## config.mk

```make
export PLATFORM = sky130hd
export DESIGN_NAME = mem_bit_sequencer_flat
export DESIGN_NICKNAME = d
export VERILOG_FILES = /design/src/rtl/mem_bit_sequencer_if.sv /design/src/rtl/mem_bit_sequencer.sv /design/src/flat_wrapper.sv
export SDC_FILE = /design/constraint.sdc
export NUM_CORES = 1
export LEC_CHECK = 0
export CORE_UTILIZATION = 35
export DETAILED_ROUTE_END_ITERATION = 8
export HOLD_SLACK_MARGIN = 0.08
export PLACE_DENSITY_LB_ADDON = 0.08
export SLEW_MARGIN = 20
export SYNTH_ARGS = -nofsm -noshare
export SYNTH_HDL_FRONTEND = slang
export SYNTH_SLANG_ARGS = --single-unit
```

## constraint.sdc

```tcl
create_clock -name clk -period 4.4 [get_ports clk]
set_input_delay 0.88 -clock clk [delete_from_list [all_inputs] [get_ports clk]]
set_output_delay 0.88 -clock clk [all_outputs]
set_load 0.02 [all_outputs]
```

## src/rtl/mem_bit_sequencer_if.sv

```systemverilog
// Word-fetch port between the bit sequencer (master) and tag memory (slave).
// The master holds req, bank and addr stable until the slave pulses ack with rdata.
interface mem_bit_sequencer_if #(
    parameter int WORD_W = 16,
    parameter int ADDR_W = 8
);
    logic              req;
    logic [1:0]        bank;
    logic [ADDR_W-1:0] addr;
    logic              ack;
    logic [WORD_W-1:0] rdata;

    modport master (output req, bank, addr, input ack, rdata);
    modport slave  (input req, bank, addr, output ack, rdata);
endinterface

```

## src/rtl/mem_bit_sequencer.sv

```systemverilog
// Serialises WORD_W-bit memory words MSB-first, one bit per i_bit_req, prefetching one word ahead.
// First bit is valid one cycle after the first ack; a word missing at its boundary flags underrun and stalls in PRIME.
module mem_bit_sequencer #(
    parameter int WORD_W = 16,
    parameter int ADDR_W = 8
) (
    input  logic                clk,
    input  logic                reset,
    input  logic                i_abort,
    input  logic                i_start,
    input  logic [1:0]          i_bank,
    input  logic [ADDR_W-1:0]   i_ptr,
    input  logic [ADDR_W-1:0]   i_words,
    input  logic                i_bit_req,
    mem_bit_sequencer_if.master mem_if,
    output logic                o_membitsrc,
    output logic                o_memdatadone,
    output logic                o_ready,
    output logic                o_busy,
    output logic                o_underrun
);
    localparam int CNT_W = $clog2(WORD_W);
    localparam logic [CNT_W-1:0]  LAST_BIT = CNT_W'(WORD_W - 1);
    localparam logic [ADDR_W:0]   ONE_W    = (ADDR_W + 1)'(1);

    typedef enum logic [1:0] {S_IDLE, S_PRIME, S_SHIFT, S_DONE} sh_state_t;
    typedef enum logic {F_IDLE, F_REQ} f_state_t;

    sh_state_t          r_state, w_state_nxt;
    f_state_t           r_fstate, w_fstate_nxt;
    logic [1:0]         r_bank;
    logic [ADDR_W-1:0]  r_ptr;
    logic [ADDR_W-1:0]  r_words;
    logic [ADDR_W:0]    r_fetched;
    logic [ADDR_W:0]    r_consumed;
    logic [WORD_W-1:0]  r_shreg;
    logic [WORD_W-1:0]  r_nbuf;
    logic               r_nbuf_vld;
    logic [CNT_W-1:0]   r_bitcnt;
    logic               r_underrun;
    logic [1:0]         r_mem_bank;
    logic [ADDR_W-1:0]  r_mem_addr;

    logic w_ack, w_launch, w_shift, w_boundary, w_last_word, w_issue;

    always_comb begin
        w_ack       = mem_if.ack && (r_fstate == F_REQ);
        w_launch    = i_start && ((r_state == S_IDLE) || (r_state == S_DONE));
        w_shift     = (r_state == S_SHIFT) && i_bit_req;
        w_boundary  = w_shift && (r_bitcnt == LAST_BIT);
        w_last_word = (r_consumed + ONE_W) == {1'b0, r_words};
        // The shifter is the fetch target while priming; otherwise only an empty next-word buffer is.
        w_issue     = (r_fstate == F_IDLE) && (r_fetched < {1'b0, r_words}) &&
                      ((r_state == S_PRIME) || ((r_state == S_SHIFT) && !r_nbuf_vld));
    end

    always_comb begin
        w_state_nxt = r_state;
        case (r_state)
            S_IDLE, S_DONE: if (w_launch) w_state_nxt = (i_words == '0) ? S_DONE : S_PRIME;
            S_PRIME:        if (w_ack) w_state_nxt = S_SHIFT;
            S_SHIFT: begin
                if (w_boundary) begin
                    if (w_last_word)              w_state_nxt = S_DONE;
                    else if (!r_nbuf_vld && !w_ack) w_state_nxt = S_PRIME;
                end
            end
            default:        w_state_nxt = S_IDLE;
        endcase
    end

    always_comb begin
        w_fstate_nxt = r_fstate;
        case (r_fstate)
            F_IDLE:  if ((w_launch && (i_words != '0)) || w_issue) w_fstate_nxt = F_REQ;
            F_REQ:   if (w_ack) w_fstate_nxt = F_IDLE;
            default: w_fstate_nxt = F_IDLE;
        endcase
    end

    always_ff @(posedge clk) begin
        if (reset || i_abort) begin
            r_state  <= S_IDLE;
            r_fstate <= F_IDLE;
        end else begin
            r_state  <= w_state_nxt;
            r_fstate <= w_fstate_nxt;
        end
    end

    always_ff @(posedge clk) begin
        if (reset || i_abort) begin
            r_bank     <= '0;
            r_ptr      <= '0;
            r_words    <= '0;
            r_fetched  <= '0;
            r_consumed <= '0;
            r_shreg    <= '0;
            r_nbuf     <= '0;
            r_nbuf_vld <= 1'b0;
            r_bitcnt   <= '0;
            r_underrun <= 1'b0;
            r_mem_bank <= '0;
            r_mem_addr <= '0;
        end else if (w_launch) begin
            r_bank     <= i_bank;
            r_ptr      <= i_ptr;
            r_words    <= i_words;
            r_fetched  <= '0;
            r_consumed <= '0;
            r_shreg    <= '0;
            r_nbuf_vld <= 1'b0;
            r_bitcnt   <= '0;
            r_underrun <= 1'b0;
            r_mem_bank <= i_bank;
            r_mem_addr <= i_ptr;
        end else begin
            if (w_issue) begin
                r_mem_bank <= r_bank;
                r_mem_addr <= r_ptr + r_fetched[ADDR_W-1:0];
            end
            if (w_ack) r_fetched <= r_fetched + ONE_W;

            if ((r_state == S_PRIME) && w_ack) begin
                r_shreg  <= mem_if.rdata;
                r_bitcnt <= '0;
            end else if (w_shift) begin
                r_bitcnt <= r_bitcnt + CNT_W'(1);
                if (w_boundary) begin
                    r_consumed <= r_consumed + ONE_W;
                    if (!w_last_word) begin
                        if (r_nbuf_vld) begin
                            r_shreg    <= r_nbuf;
                            r_nbuf_vld <= 1'b0;
                        end else if (w_ack) begin
                            r_shreg <= mem_if.rdata;
                        end else begin
                            r_underrun <= 1'b1;
                        end
                    end
                end else begin
                    r_shreg <= r_shreg << 1;
                end
            end

            // A word arriving mid-word parks in the buffer; at a boundary it was bypassed above.
            if ((r_state == S_SHIFT) && w_ack && !w_boundary) begin
                r_nbuf     <= mem_if.rdata;
                r_nbuf_vld <= 1'b1;
            end
        end
    end

    assign mem_if.req    = (r_fstate == F_REQ);
    assign mem_if.bank   = r_mem_bank;
    assign mem_if.addr   = r_mem_addr;
    assign o_membitsrc   = (r_state == S_SHIFT) && r_shreg[WORD_W-1];
    assign o_memdatadone = (r_state == S_DONE);
    assign o_ready       = (r_state == S_SHIFT);
    assign o_busy        = (r_state == S_PRIME) || (r_state == S_SHIFT);
    assign o_underrun    = r_underrun;
endmodule
```

## src/flat_wrapper.sv

```systemverilog
// flat-port wrapper written by rule: the top's interface ports become plain ports
module mem_bit_sequencer_flat 
#(
    parameter int WORD_W = 16,
    parameter int ADDR_W = 8
)
  (clk, reset, i_abort, i_start, i_bank, i_ptr, i_words, i_bit_req, o_membitsrc, o_memdatadone, o_ready, o_busy, o_underrun, mem_if_req, mem_if_bank, mem_if_addr, mem_if_ack, mem_if_rdata);
  mem_bit_sequencer_if #(.WORD_W(WORD_W), .ADDR_W(ADDR_W)) mem_if_i ();
  input  logic clk;
  input  logic reset;
  input  logic i_abort;
  input  logic i_start;
  input  logic [1:0] i_bank;
  input  logic [ADDR_W-1:0] i_ptr;
  input  logic [ADDR_W-1:0] i_words;
  input  logic i_bit_req;
  output logic o_membitsrc;
  output logic o_memdatadone;
  output logic o_ready;
  output logic o_busy;
  output logic o_underrun;
  output wire logic [$bits(mem_if_i.req)-1:0] mem_if_req;
  output wire logic [$bits(mem_if_i.bank)-1:0] mem_if_bank;
  output wire logic [$bits(mem_if_i.addr)-1:0] mem_if_addr;
  input wire logic [$bits(mem_if_i.ack)-1:0] mem_if_ack;
  input wire logic [$bits(mem_if_i.rdata)-1:0] mem_if_rdata;
  assign mem_if_req = mem_if_i.req;
  assign mem_if_bank = mem_if_i.bank;
  assign mem_if_addr = mem_if_i.addr;
  assign mem_if_i.ack = mem_if_ack;
  assign mem_if_i.rdata = mem_if_rdata;
  mem_bit_sequencer #(.WORD_W(WORD_W), .ADDR_W(ADDR_W)) u_core (.clk(clk), .reset(reset), .i_abort(i_abort), .i_start(i_start), .i_bank(i_bank), .i_ptr(i_ptr), .i_words(i_words), .i_bit_req(i_bit_req), .mem_if(mem_if_i), .o_membitsrc(o_membitsrc), .o_memdatadone(o_memdatadone), .o_ready(o_ready), .o_busy(o_busy), .o_underrun(o_underrun));
endmodule
```

# --- Word level (Yosys, flattened, before mapping) ---
# Cells that the tools add are included.
op_classes:
  n_eq_ne: 13
  bitwise: 6
  reduce_logical: 37
  order_cmp: 1
  add_sub_neg: 4
  muxes: 25
ops:
  columns: ["cell", "count"]
  rows:
  - ["$mux 16", 6]
  - ["$add 9x1->9 const B", 2]
  - ["$mux 2", 8]
  - ["$mux 8", 2]
  - ["$logic_and 1x1->1", 13]
  - ["$eq 9x8->1", 1]
  - ["$lt 9x8->1", 1]
  - ["$add 8x8->8", 1]
  - ["$logic_not 8->1", 1]
  - ["$reduce_and 4->1", 2]
  - ["$reduce_bool 2->1", 4]
  - ["$reduce_bool 8->1", 1]
  - ["$mux 1", 7]
  - ["$ne 2x1->1 const B", 3]
  - ["$not 1->1", 6]
  - ["$pmux 2 s3", 1]
  - ["$reduce_and 3->1", 2]
  - ["$reduce_and 6->1", 1]
  - ["$logic_or 1x1->1", 5]
  - ["$add 4x1->4 const B", 1]
  - ["$eq 2x2->1 const B", 2]
  - ["$eq 4x4->1 const B", 1]
  - ["$ne 2x2->1 const B", 2]
  - ["$ne 4x2->1 const B", 1]
  - ["9 further kinds", 12]
word_totals:
  out_inout_bits: 16
  in_bits: 40
  reg_bits: 87

# --- Logic depth before layout (Yosys ltp) ---
# Gate-level depths: netlist (run 1).
depth:
  word_depth: 7
  ltp_mapped: 11
  depth_no_buf: 10

# --- Least setup slack after synthesis (run 1) ---
# Ideal clock, no wire load.
synth_path:
  path_kind: "register -> register"
  start: "reg u_core.r_consumed[0]"
  end: "reg u_core.r_shreg[0]"
  required_ps: 4284
  path_slack_ps: 1967
  stages_incl_launch_ff: 10
  t_arrival_ps: 2317
  period_less_slack_ps: 2433
  path_cell_list: "dfxtp_1 ha_1 nand3_4 or3_1 a211oi_2 nand4_2 o31a_1 buf_6 buf_12 o211a_1"
synth_between:
  elab_chain_len: 4
synth_rtl:
  columns: ["element", "line_no", "text"]
  rows:
  - ["from (decl)", "mem_bit_sequencer.sv:35", "logic [ADDR_W:0] r_consumed;"]
  - ["from (signal assigned)", "mem_bit_sequencer.sv:130", "r_consumed <= r_consumed + ONE_W;"]
  - ["$add 9x1->9", "mem_bit_sequencer.sv:51", "w_last_word = (r_consumed + ONE_W) == {1'b0, r_words};"]
  - ["$eq 9x8->1", "mem_bit_sequencer.sv:51", null]
  - ["$ne 3x3->1 (no line)", null, null]
  - ["$reduce_and 3->1 (no line)", null, null]
  - ["to (signal assigned)", "mem_bit_sequencer.sv:125", "r_shreg <= mem_if.rdata;"]
  - ["to (signal assigned)", "mem_bit_sequencer.sv:133", "r_shreg <= r_nbuf;"]
  - ["to (signal assigned)", "mem_bit_sequencer.sv:136", "r_shreg <= mem_if.rdata;"]
  - ["to (decl)", "mem_bit_sequencer.sv:36", "logic [WORD_W-1:0] r_shreg;"]
# Every way passes these cells.
# A chain may end at the register's enable or synchronous reset.

# --- Worst setup path in the final report (run 1) ---
layout_path:
  start: "in mem_if_ack"
  end: "reg u_core.r_shreg[12]"
layout_between:
  elab_chain_len: 4
  word_cells_on_any_way: 7
layout_rtl:
  columns: ["element", "line_no", "text"]
  rows:
  - ["from (decl)", "flat_wrapper.sv:25", "input wire logic [$bits(mem_if_i.ack)-1:0] mem_if_ack;"]
  - ["$logic_and 1x1->1 (*)", "mem_bit_sequencer.sv:47", "w_ack = mem_if.ack && (r_fstate == F_REQ);"]
  - ["$logic_and 1x1->1", "mem_bit_sequencer.sv:124", "if ((r_state == S_PRIME) && w_ack) begin"]
  - ["$ne 4x2->1 (no line), or another cell as far along", null, null]
  - ["$reduce_and 3->1 (no line)", null, null]
# Mark *: on every way between the ends. The rest lies on a longest branch, timed or not.

==> results of run 1 <==
[flip-flops by register name (all words and copies together) (netlist names)]
register and cells:
u_core.mem_if.addr 8, u_core.mem_if.bank 2, u_core.mem_if.req 1, u_core.o_underrun 1, u_core.r_bank 2, u_core.r_bitcnt 4, u_core.r_consumed 9, u_core.r_fetched 9
u_core.r_nbuf 16, u_core.r_nbuf_vld 1, u_core.r_ptr 8, u_core.r_shreg 16, u_core.r_state 2, u_core.r_words 8
[Yosys cell counts, types with 5 or more instances]
cell | number | share of area
xnor2_1 | 14 | 0.028
inv_1 | 18 | 0.015
o21ai_0 | 19 | 0.022
or3_1 | 5 | 0.0071
or2_2 | 5 | 0.0071
clkbuf_1 | 20 | 0.017
mux2i_1 | 21 | 0.048
nor3_1 | 11 | 0.012
xor2_1 | 15 | 0.030
a21oi_1 | 68 | 0.077
o21a_1 | 6 | 0.010
o22ai_1 | 18 | 0.026
dfxtp_1 | 87 | 0.39
nand2_1 | 94 | 0.080
nand4_1 | 9 | 0.013
nand3_1 | 9 | 0.010
nor2_1 | 63 | 0.054
ha_1 | 21 | 0.060
[cells by family after synthesis]
family / Yosys count
AOI/OAI and AO/OA: 134
and+or+nand+nor: 212
buffers and inverters: 47
xor gates and xnor gates: 29
adders and majority gates: 22
muxes: 21
DFF: 87
[metrics by stage]
step	instances	util	power, mW	setup WS [ps]
after floorplan	552	-	0.931	1970
after global routing	769	0.444	1.87	1280
after detailed placement	753	0.419	1.02	1110
after global placement	753	0.419	1.01	1170
final	769	0.444	1.79	1460
after CTS	769	0.444	1.82	1480
[worst max-delay path, stage by stage]
cell	delay, ps
clkdlybuf4s50_1	510
and2_1	360
nand2_1	250
nand2_1	380
o31a_1	200
buf_4	280
mux2i_1	240
nor2_1	50
[worst max-delay path by stage]
stage / end / slack [ps] / cells after the start
finish: u_core.r_shreg[12] / 1460 / 8
global route: u_core.r_shreg[14] / 1280 / 9
CTS: u_core.r_shreg[12] / 1480 / 8
detailed placement: u_core.r_shreg[12] / 1110 / 8
global placement: u_core.r_shreg[0] / 1170 / 8
floorplan: u_core.r_shreg[0] / 1970 / 9
[layout make-up]
class | count | area, um^2 | share of cell area
timing repair buffer | 62 | 603 | 0.112
tap | 168 | 210 | 0.0389
sequential | 87 | 1740 | 0.323
clock buffer | 11 | 253 | 0.0468
clock inverter | 5 | 56.3 | 0.0104
multi-input combinational | 418 | 2470 | 0.457
inverter | 18 | 67.6 | 0.0125
[power groups by stage]
stage                     registers [mW]  logic [mW]  clock network (mW)
after CTS                          0.812       0.186               0.819
after global routing               0.813       0.204               0.849
final                              0.812       0.184               0.790
after global placement             0.829       0.184                   0
after floorplan                    0.835      0.0964                   0
after detailed placement           0.830       0.185                   0
[cell usage in the layout (no fill, tap or decap), types with 2 or more instances in the layout]
cell type,Yosys,layout
nand2_1,94,94
o21ai_0,19,19
nand3_1,9,9
or3_1,5,5
nor2b_1,2,2
mux2i_1,21,21
or2_2,5,5
a211oi_1,3,3
clkbuf_16,0,9
o21a_1,6,6
nand4_1,9,9
buf_4,0,7
clkbuf_8,0,2
o211a_1,2,2
o22a_1,2,2
clkinv_2,0,2
xnor2_1,14,14
inv_1,18,18
and2_1,4,4
ha_1,21,21
a21oi_1,68,68
clkdlybuf4s50_1,0,55
nor2_1,63,63
o22ai_1,18,18
nor3_1,11,11
o31ai_1,2,2
xor2_1,15,15
dfxtp_1,87,87
or4_1,2,2
a21o_1,4,4
[metal layers]
layer / routed length [um] / vias to the layer above / GRT usage
met5: 0 / - / 0
met4: 177 / 0 / 0.0641
met3: 341 / 16 / 0.0461
met2: 5350 / 49 / 0.318
met1: 5090 / 1763 / 0.214
li1: - / 1981 / -
==> flow_summary.toml, run 1 <==
[outcome]
status = "complete, no violations"

[worst_setup_path]
reg2reg_depth = 9
worstPathArrival_ps = 3150
cp-end-kind = "flop"
critPathMaxFanout = 17
r2r_slack_ps = 1640
worst_setup_path_start_kind = "input port"
worst_ep_required_time_ps = 4610
worstReg2RegStart = "u_core.r_consumed[0]"
startpoint = "mem_if_ack"
r2r-end = "u_core.r_shreg[12]"
crit_type = "in2reg"

[global_route]
grtUsageTotal = 0.181
grt_max_degree = 42
grt_pass1_wl_um = 18400
grt-ovfl-total = 0
antenna_found_initial = 0
grt_pass1_vias = 3803

[cells_and_area]
drive_above_1_share = 0.0599
diodes = 0
nets = 658
fill_cells = 1252
syn2layout_area_growth_pct = 22.3
final_area_um2 = 5400

[power]
swShare = 0.242
power_density_nw_per_um2 = 331
intPower_mw = 1.35
seq_power_share = 0.455
p_comb_frac = 0.103
p_clk_frac = 0.443
power.leakage_nw = 1.92
vdd_drop_max_mv = 0.177
switchingPower_mw = 0.432

[synth]
synthFlopType = "dfxtp_1"
postSynthCellCount = 552
synth-seq-cells = 87
synthXorXnorAreaFrac = 0.0576
synth-edff-count = 0
yosysWarnings = 0
synth.area.mux_share = 0.0476
synth_compound_area_frac = 0.178
synthAdderAreaFrac = 0.0641
async_flop_share = 0
ys_seq_area_frac = 0.395
syn_nets = 614
yosys.area_share.simple = 0.212
netlist_area_um2 = 4410
synth.avg_cell_area_um2 = 7.99
netlist-cell-type-count = 50
synth_top_family_by_area = "simple AND/OR/NAND/NOR gates"

[clock_network]
cts_root_buffer = "clkbuf_16"
insertion_delay_ps = 350
cts_setup_buffers = 0
ctsResizeCount = 0
cts_tree = "yes"
ctsHoldBuffers = 0
cts_made_buffers = 9
clk_pin_slew_ps = 60
htree_num_levels = 3
clock_sinks = 87
clk_path_buf_depth = 2

[sta]
min_period_ps = 2940
fin_crit_sh = 0.669
worstMarginPinSlew_ps = 917
fmax_mhz = 340
holdWs_ps = 456
fin_tns_setup_ps = 0
rsz0062_at_grt = "no"
finClkSkew_ps = 5.96
finalSetupViolCount = 0
relSlewSlack = 0.389
final_max_slew_viol_count = 0
hold_viol = 0

[place]
dp_hpwl_um = 7550
io_buffers = 55
dpl_cell_area_um2 = 5090
gp_congestion = 0.788

[route]
routedWlPerCell_um = 14.2
via_per_inst = 4.95
drtIter0Drc = 138
num_vias = 3809
post-route-drc-count = 0
detail-route-antenna-nets = 0
wl_um = 11000
drt_pre_antenna_iters = 4

[floorplan]
dieHeight_um = 114
core_area_um2 = 12200
pin_count = 56
die-area_um2 = 13100
initial_core_util = 0.363
num_rows = 40
die_w_um = 114

[flow_run]
maxCapViolations = 0

[worst_hold_path]
min_path_type = "reg2reg"
worstHoldStart = "u_core.r_nbuf[12]"
holdPathEnd = "u_core.r_nbuf[12]"
hold_depth = 2
Note: power is estimated with default switching activity, not from simulation.
==> inputs of run 2 (changes only) <==
- clock period: 4.4 -> 2.9 ns (I/O delays scaled with it)
==> run 2 against run 1 <==
Compared with the run above:
- first-iteration DRC count increased by 31%
- sequential share of layout area decreased by 0.69 points
- count of clock-buffer cells in the layout decreased by 1
- die area unchanged
- utilization increased by 0.97 points
- clock power increased by 57%
- sequential power increased by 51%
- cell count increased by 1.8%
- non-clock buffer count increased by 14
- routed wire length increased by 1.2%
==> flow_summary.toml, run 2 (same netlist as run 1, synthesis figures left out) <==
[outcome]
status = "complete, no violations"

[worst_setup_path]
critPathMaxFanout = 17
worstPathArrival_ps = 2910
worst_ep_required_time_ps = 3140
crit_path_cell_trace = "ha_1 -> nand3_4 -> or3_1 -> a211oi_2 -> nand4_2 -> o31a_1 -> buf_4 -> mux2i_1 -> nor2_1"
cp-end-kind = "flop"
crit_type = "reg2reg"
crit_path_max_incr_delay_ps = 410
cpMaxStageDelayCell = "dfxtp_1"
worst_setup_path_start_kind = "flop"

[power]
power.leakage_nw = 1.98
power_density_nw_per_um2 = 501
vdd_drop_max_mv = 0.348
total_power_mw = 2.76

[route]
drt_pre_antenna_iters = 4
wl_um = 11100
drtIter0Drc = 181
via_per_inst = 4.95
top_layer_used = "met4"
dr_wl_met2_um = 5440
post-route-drc-count = 0
wl_met3_um = 456
routedWlPerCell_um = 14.2
detail-route-antenna-nets = 0
wl_met1_um = 4910
num_vias = 3875

[sta]
relSlewSlack = 0.527
fmax_mhz = 374
hold_viol = 0
fin_tns_setup_ps = 0
min_period_ps = 2680
worstMarginPinSlew_ps = 709
finClkSkew_ps = 3.94
finalSetupViolCount = 0
rsz0062_at_grt = "no"
final_max_slew_viol_count = 0
fin_crit_sh = 0.923
setup_ws_ps = 223

[clock_network]
clk_pin_slew_ps = 60
cts_tree = "yes"
clk_path_buf_depth = 2
ctsHoldBuffers = 0
htree_num_levels = 3
cts_root_buffer = "clkbuf_16"
clock_sinks = 87
cts_made_buffers = 9
insertion_delay_ps = 350

[global_route]
grt-ovfl-total = 0
grt_max_degree = 22
antenna_found_initial = 0
grt_pass1_wl_um = 18600
grtUsageTotal = 0.183
grt_pass1_vias = 3839

[place]
dp_hpwl_um = 7810
io_buffers = 55
pre_cts_ws_ps = 167
gp_congestion = 0.805

[worst_hold_path]
min_path_type = "reg2reg"

[floorplan]
die-area_um2 = 13100
initial_core_util = 0.363
die_w_um = 114
core_area_um2 = 12200
pin_count = 56
dieHeight_um = 114
num_rows = 40

[flow_run]
maxCapViolations = 0

[cells_and_area]
diodes = 0
utilization = 0.454
final_common_cell = "nand2_1"
fill_cells = 1254
multiInputGateArea_um2 = 2470
largestRegisters = "u_core.r_nbuf: 16 flops, u_core.r_shreg: 16 flops"
drive_above_1_share = 0.0829
seqCellArea_um2 = 1740
nets = 672
final_cell_mix = "nand2_1, dfxtp_1, a21oi_1, nor2_1, clkdlybuf4s50_1"
syn2layout_area_growth_pct = 25.0
==> run 2: cell types whose count changed in the layout (fill, tap and decap cells not counted), sizes merged <==
cell / before / now
clkinvlp: 1 / 2
bufinv: 1 / 2
clkbuf: 11 / 10
clkinv: 3 / 2
buf: 7 / 21
==> run 2: worst paths after layout <==
kind	to	from	depth (start not counted)	slack (ps)
worst max-delay path	u_core.r_shreg[9]	u_core.r_consumed[1]	9	220
worst min-delay path	u_core.r_nbuf[6]	u_core.r_nbuf[6]	2	460
worst max register to register	u_core.r_shreg[9]	u_core.r_consumed[1]	9	220
worst min register to register	u_core.r_nbuf[6]	u_core.r_nbuf[6]	2	460
==> run 2: area by class of cell <==
class	instances	share of cell area
repair buffers	76	0.128
flip-flops and latches	87	0.316
well taps	168	0.0381
clock buffers	10	0.0415
clock inverters	6	0.0154
multi-input cells	418	0.449
inverters	18	0.0122
==> run 2: power by group <==
group	internal, mW	leakage, nW	total [mW]	switching [mW]
Combinational	0.137	1.13	0.295	0.158
Clock	0.752	0.148	1.24	0.485
Sequential	1.22	0.703	1.23	0.0155
==> run 2: critical path: cells and delay by family (launching register included) <==
family                   cells  cell delay [ps]
AND/OR/NAND/NOR              4              800
multiplexers                 1              180
buffers and inverters        1              220
adder cells (fa/ha/maj)      1              370
AO/OA/AOI/OAI                2              560
flip-flops                   1              410
==> run 2: timing repair <==
action | in CTS | in global routing
buffers inserted | 0 | 0
endpoints found under the hold margin | 0 | 0
resized for setup | 0 | 1
endpoints found under the setup margin | 0 | 1
==> run 2: metal layers <==
layer  track usage  vias up
li1              -     2015
met1         0.212     1774
met2         0.319       67
met3        0.0471       19
met4        0.0771        0
met5             0        -
==> run 2: stage by stage <==
step,hold WS (ps),cells,area (um^2)
final,457,783,5520
after global routing,473,783,5520
after CTS,458,783,5510
after detailed placement,450,767,5190
after global placement,442,767,5190
after floorplan,436,552,4410
==> inputs of run 3 (changes only) <==
- CAP_MARGIN: default -> 20
- CORE_MARGIN: default -> 4
- SLEW_MARGIN: 20 -> 0
==> run 3 against run 2 <==
Compared with the run above:
- via count shrank 0.39%
- critical path type unchanged
- maximum frequency shrank 0.22%
- critical endpoint is now u_core.r_shreg[13]
- cell count is the same
- count of clock-buffer cells in the layout is the same
- power grew 1.1%
==> flow_summary.toml, run 3 (same netlist as run 1, synthesis figures left out) <==
[flow_run]
maxCapViolations = 0

[clock_network]
cts_root_buffer = "clkbuf_16"
ctsHoldBuffers = 0
cts_tree = "yes"
htree_num_levels = 3
insertion_delay_ps = 350
cts_setup_buffers = 0
ctsResizeCount = 0
cts_made_buffers = 9
clk_path_buf_depth = 2
clk_pin_slew_ps = 60
clock_sinks = 87

[place]
dp_hpwl_um = 7950
gp_congestion = 0.773
dp.cells = 766
io_buffers = 55

[cells_and_area]
final_cell_mix = "nand2_1, dfxtp_1, a21oi_1, nor2_1, clkdlybuf4s50_1"
diodes = 0
fin_cells = 783
largestRegisters = "u_core.r_nbuf: 16 flops, u_core.r_shreg: 16 flops"
fill_cells = 1239
nets = 672
drive_above_1_share = 0.0813
final_common_cell = "nand2_1"
syn2layout_area_growth_pct = 25.3

[sta]
finalSetupViolCount = 0
worstMarginPinSlew_ps = 500
min_period_ps = 2680
holdWs_ps = 452
final_max_slew_viol_count = 0
relSlewSlack = 0.666
hold_viol = 0
fmax_mhz = 373
fin_crit_sh = 0.925
rsz0062_at_grt = "no"
finClkSkew_ps = 8.23
fin_tns_setup_ps = 0

[worst_setup_path]
worstPathArrival_ps = 2910
worst_setup_path_start_kind = "flop"
crit_path_max_incr_delay_ps = 430
crit_type = "reg2reg"
cp-end-kind = "flop"
cp.buffers_inverters = 1
path_depth = 9
critPathMaxFanout = 17
worstReg2RegStart = "u_core.r_consumed[1]"
reg2reg_depth = 9
cpMaxStageDelayCell = "dfxtp_1"
r2r-end = "u_core.r_shreg[13]"
cp_top_family = "simple AND/OR/NAND/NOR gates"
crit_path_cell_trace = "ha_1 -> nand3_4 -> or3_1 -> a211oi_2 -> nand4_2 -> o31a_1 -> buf_4 -> mux2i_1 -> nor2_1"
worst_ep_required_time_ps = 3130
r2r_slack_ps = 220

[floorplan]
dieHeight_um = 120
die_w_um = 120
pin_count = 56
die-area_um2 = 14500
initial_core_util = 0.363
core_area_um2 = 12200
num_rows = 40

[route]
num_vias = 3860
post-route-drc-count = 0
wl_um = 11000
via_per_inst = 4.93
detail-route-antenna-nets = 0
drt_pre_antenna_iters = 4
routedWlPerCell_um = 14.1
drtIter0Drc = 163

[power]
vdd_drop_max_mv = 0.279
power.leakage_nw = 1.99
power_density_nw_per_um2 = 506
p_clk_frac = 0.456
p_comb_frac = 0.103
seq_power_share = 0.441
swShare = 0.237
intPower_mw = 2.13
switchingPower_mw = 0.662

[global_route]
grt_pass1_wl_um = 18400
antenna_found_initial = 0
grt_pass1_vias = 3718
grt_max_degree = 28
grtUsageTotal = 0.160
grt-ovfl-total = 0

[outcome]
status = "complete, no violations"

[worst_hold_path]
min_path_type = "reg2reg"
worstHoldStart = "u_core.r_nbuf[10]"
holdPathEnd = "u_core.r_nbuf[10]"
hold_depth = 2
-- run 3: power groups by stage --
stage / clock (mW) / sequential (mW) / combinational, mW
global placement: 0 / 1.26 / 0.291
detailed placement: 0 / 1.26 / 0.293
floorplan: 0 / 1.27 / 0.146
global route: 1.37 / 1.23 / 0.318
finish: 1.27 / 1.23 / 0.289
CTS: 1.33 / 1.23 / 0.294
-- run 3: how the worst max path moves through the flow --
stage	start	endpoint	slack (ps)
floorplan	u_core.r_consumed[0]	u_core.r_shreg[0]	470
global placement	mem_if_ack	u_core.r_nbuf[2]	200
detailed placement	mem_if_ack	u_core.r_nbuf[3]	190
CTS	u_core.r_consumed[1]	u_core.r_shreg[13]	210
global route	u_core.r_consumed[1]	u_core.r_shreg[7]	10
finish	u_core.r_consumed[1]	u_core.r_shreg[13]	220
-- run 3: final cells by class --
cell class	count	area (um^2)	area share
clock inverters	6	93.8	0.0170
multi-input cells	418	2470	0.446
inverters	18	67.6	0.0122
clock buffers	10	239	0.0432
flip-flops and latches	87	1740	0.315
repair buffers	76	708	0.128
well taps	168	210	0.0380
-- run 3: stage by stage --
| stage | power, mW | util | instance area, um^2 | setup slack [ps] |
|---|---|---|---|---|
| finish | 2.80 | 0.455 | 5530 | 217 |
| global route | 2.93 | 0.455 | 5530 | 10.6 |
| CTS | 2.85 | 0.454 | 5520 | 207 |
| detailed placement | 1.55 | 0.427 | 5190 | 194 |
| global placement | 1.55 | 0.427 | 5190 | 198 |
| floorplan | 1.41 | - | 4410 | 467 |
-- run 3: routing by layer --
layer,share of wire,up-vias,track usage
met4,0.0092,0,0.0361
met2,0.51,51,0.284
met3,0.037,8,0.0491
met1,0.45,1789,0.188
li1,-,2012,-
met5,0,-,0
-- run 3: worst register-to-register path: cells and delay by family, from the launching register on --
family          cells  cell delay [ps]
fa+ha+maj           1              360
buf+inv             1              220
flops               1              430
simple gates        4              820
mux                 1              180
compound gates      2              550
==> RTL change: new RTL, flow settings as in run 3 <==
`ADDR_W` is set to 8 in 3 places; all go to 10.
--- a/src/rtl/mem_bit_sequencer_if.sv
+++ b/src/rtl/mem_bit_sequencer_if.sv
@@ -2,7 +2,7 @@
 // The master holds req, bank and addr stable until the slave pulses ack with rdata.
 interface mem_bit_sequencer_if #(
     parameter int WORD_W = 16,
-    parameter int ADDR_W = 8
+    parameter int ADDR_W = 10
 );
     logic              req;
     logic [1:0]        bank;
--- a/src/rtl/mem_bit_sequencer.sv
+++ b/src/rtl/mem_bit_sequencer.sv
@@ -2,7 +2,7 @@
 // First bit is valid one cycle after the first ack; a word missing at its boundary flags underrun and stalls in PRIME.
 module mem_bit_sequencer #(
     parameter int WORD_W = 16,
-    parameter int ADDR_W = 8
+    parameter int ADDR_W = 10
 ) (
     input  logic                clk,
     input  logic                reset,
--- a/src/flat_wrapper.sv
+++ b/src/flat_wrapper.sv
@@ -2,7 +2,7 @@
 module mem_bit_sequencer_flat 
 #(
     parameter int WORD_W = 16,
-    parameter int ADDR_W = 8
+    parameter int ADDR_W = 10
 )
   (clk, reset, i_abort, i_start, i_bank, i_ptr, i_words, i_bit_req, o_membitsrc, o_memdatadone, o_ready, o_busy, o_underrun, mem_if_req, mem_if_bank, mem_if_addr, mem_if_ack, mem_if_rdata);
   mem_bit_sequencer_if #(.WORD_W(WORD_W), .ADDR_W(ADDR_W)) mem_if_i ();
Ports: changed (resized i_ptr, i_words and mem_if_addr); port bits go from 56 to 62. No check against the original RTL was run, so the function may have changed too.
==> RTL change against run 3 <==
- synthesized area grew 17%
- critical endpoint is now u_core.r_shreg[7]$_SDFFE_PP0P_
- power grew 2.1%
- global-route usage grew 1.1 points
- design area grew 14%
- worst setup slack gained 0.0043 ns
- utilization shrank 1.9 points
- first-iteration DRC count grew 90%
- non-clock buffer count grew 6
- wire length grew 26%
- sequential cell count grew 10
- largest cell class unchanged
==> RTL change: results <==
[run_status]
status = "finished clean"

[finish]
num-nets-final = 754
finalNonFillerCells = 872
drive_gt1_share_pct = 10.8
fillers = 1471

[grt]
grt.total_usage_pct = 17.0
grt_max_degree = 44
grt_pass1_vias = 4422

[worst_setup_path]
critPathMaxStageDelay_ns = 0.60
crit_path_max_fanout = 32
crit_family = "compound AO/OA/AOI/OAI gates"
cpMaxStageDelayCell = "o41ai_2"

[drt]
first_pass_iters = 5
vias = 4546
totalWireLength_mm = 13.9

[timing]
worst_clock_skew_ns = 0.00651
max_slew_margin_pct = 58.0

[power]
p_comb_share_pct = 10.5
vdd_drop_max_v = 0.000242
switching_power_uw = 700
p_leak_uw = 0.00236
p_total_uw = 2850
p_clk_uw = 1180

[logic_synthesis]
synthTopCellsByArea = "dfxtp_1 (38%), nand2_1 (10%), ha_1 (6.1%)"
ys_seq_area_share_pct = 37.7
syn-num-nets = 694
syn_area_per_cell_um2 = 8.26
ys_types = 54

[placement]
dpl_cell_area_mm2 = 0.00602
dp_slack_ns = 0.153
==> RTL change: cells by family after synthesis <==
group / Yosys count / share of synthesized area [%]
AO/OA/AOI/OAI: 153 / 20.8
XOR/XNOR: 43 / 7.31
adder cells (fa/ha/maj): 26 / 6.46
buffers and inverters: 51 / 4.69
flip-flops: 97 / 37.7
multiplexers: 9 / 1.77
AND/OR/NAND/NOR: 245 / 21.3
==> RTL change: path summary, 6_finish.rpt <==
| kind | to | slack, ns | cells after the start | start |
|---|---|---|---|---|
| setup reg to reg | u_core.r_shreg[7]$_SDFFE_PP0P_ | 0.22 | 9 | u_core.r_consumed[2]$_SDFFE_PP0P_ |
| hold reg to reg | u_core.r_nbuf[14]$_SDFFE_PP0P_ | 0.46 | 2 | u_core.r_nbuf[14]$_SDFFE_PP0P_ |
| setup / recovery | u_core.r_shreg[7]$_SDFFE_PP0P_ | 0.22 | 9 | u_core.r_consumed[2]$_SDFFE_PP0P_ |
| hold / removal | u_core.r_nbuf[14]$_SDFFE_PP0P_ | 0.46 | 2 | u_core.r_nbuf[14]$_SDFFE_PP0P_ |
==> RTL change: cell type report <==
class                      count  area [um2]  share of cell area, %
clock buffer                  12         236                   3.75
multi-input combinational    476        2990                   47.4
tap                          184         230                   3.65
inverter                      18        67.6                   1.07
clock inverter                 3        42.5                  0.675
sequential                    97        1940                   30.8
timing repair buffer          82         797                   12.6
==> RTL change: routing by layer <==
metal / global-route usage, % / part of all wire [%] / vias to the layer above
li1: - / - / 2290
met1: 23.1 / 47 / 2120
met2: 27.4 / 46 / 122
met3: 3.59 / 5.5 / 14
met4: 5.00 / 1.5 / 0
met5: 0 / 0 / -
==> RTL change: timing repair <==
item	4_1_cts	5_1_grt
buffers inserted	0	0
setup endpoints to repair	0	18
resized for setup	0	1
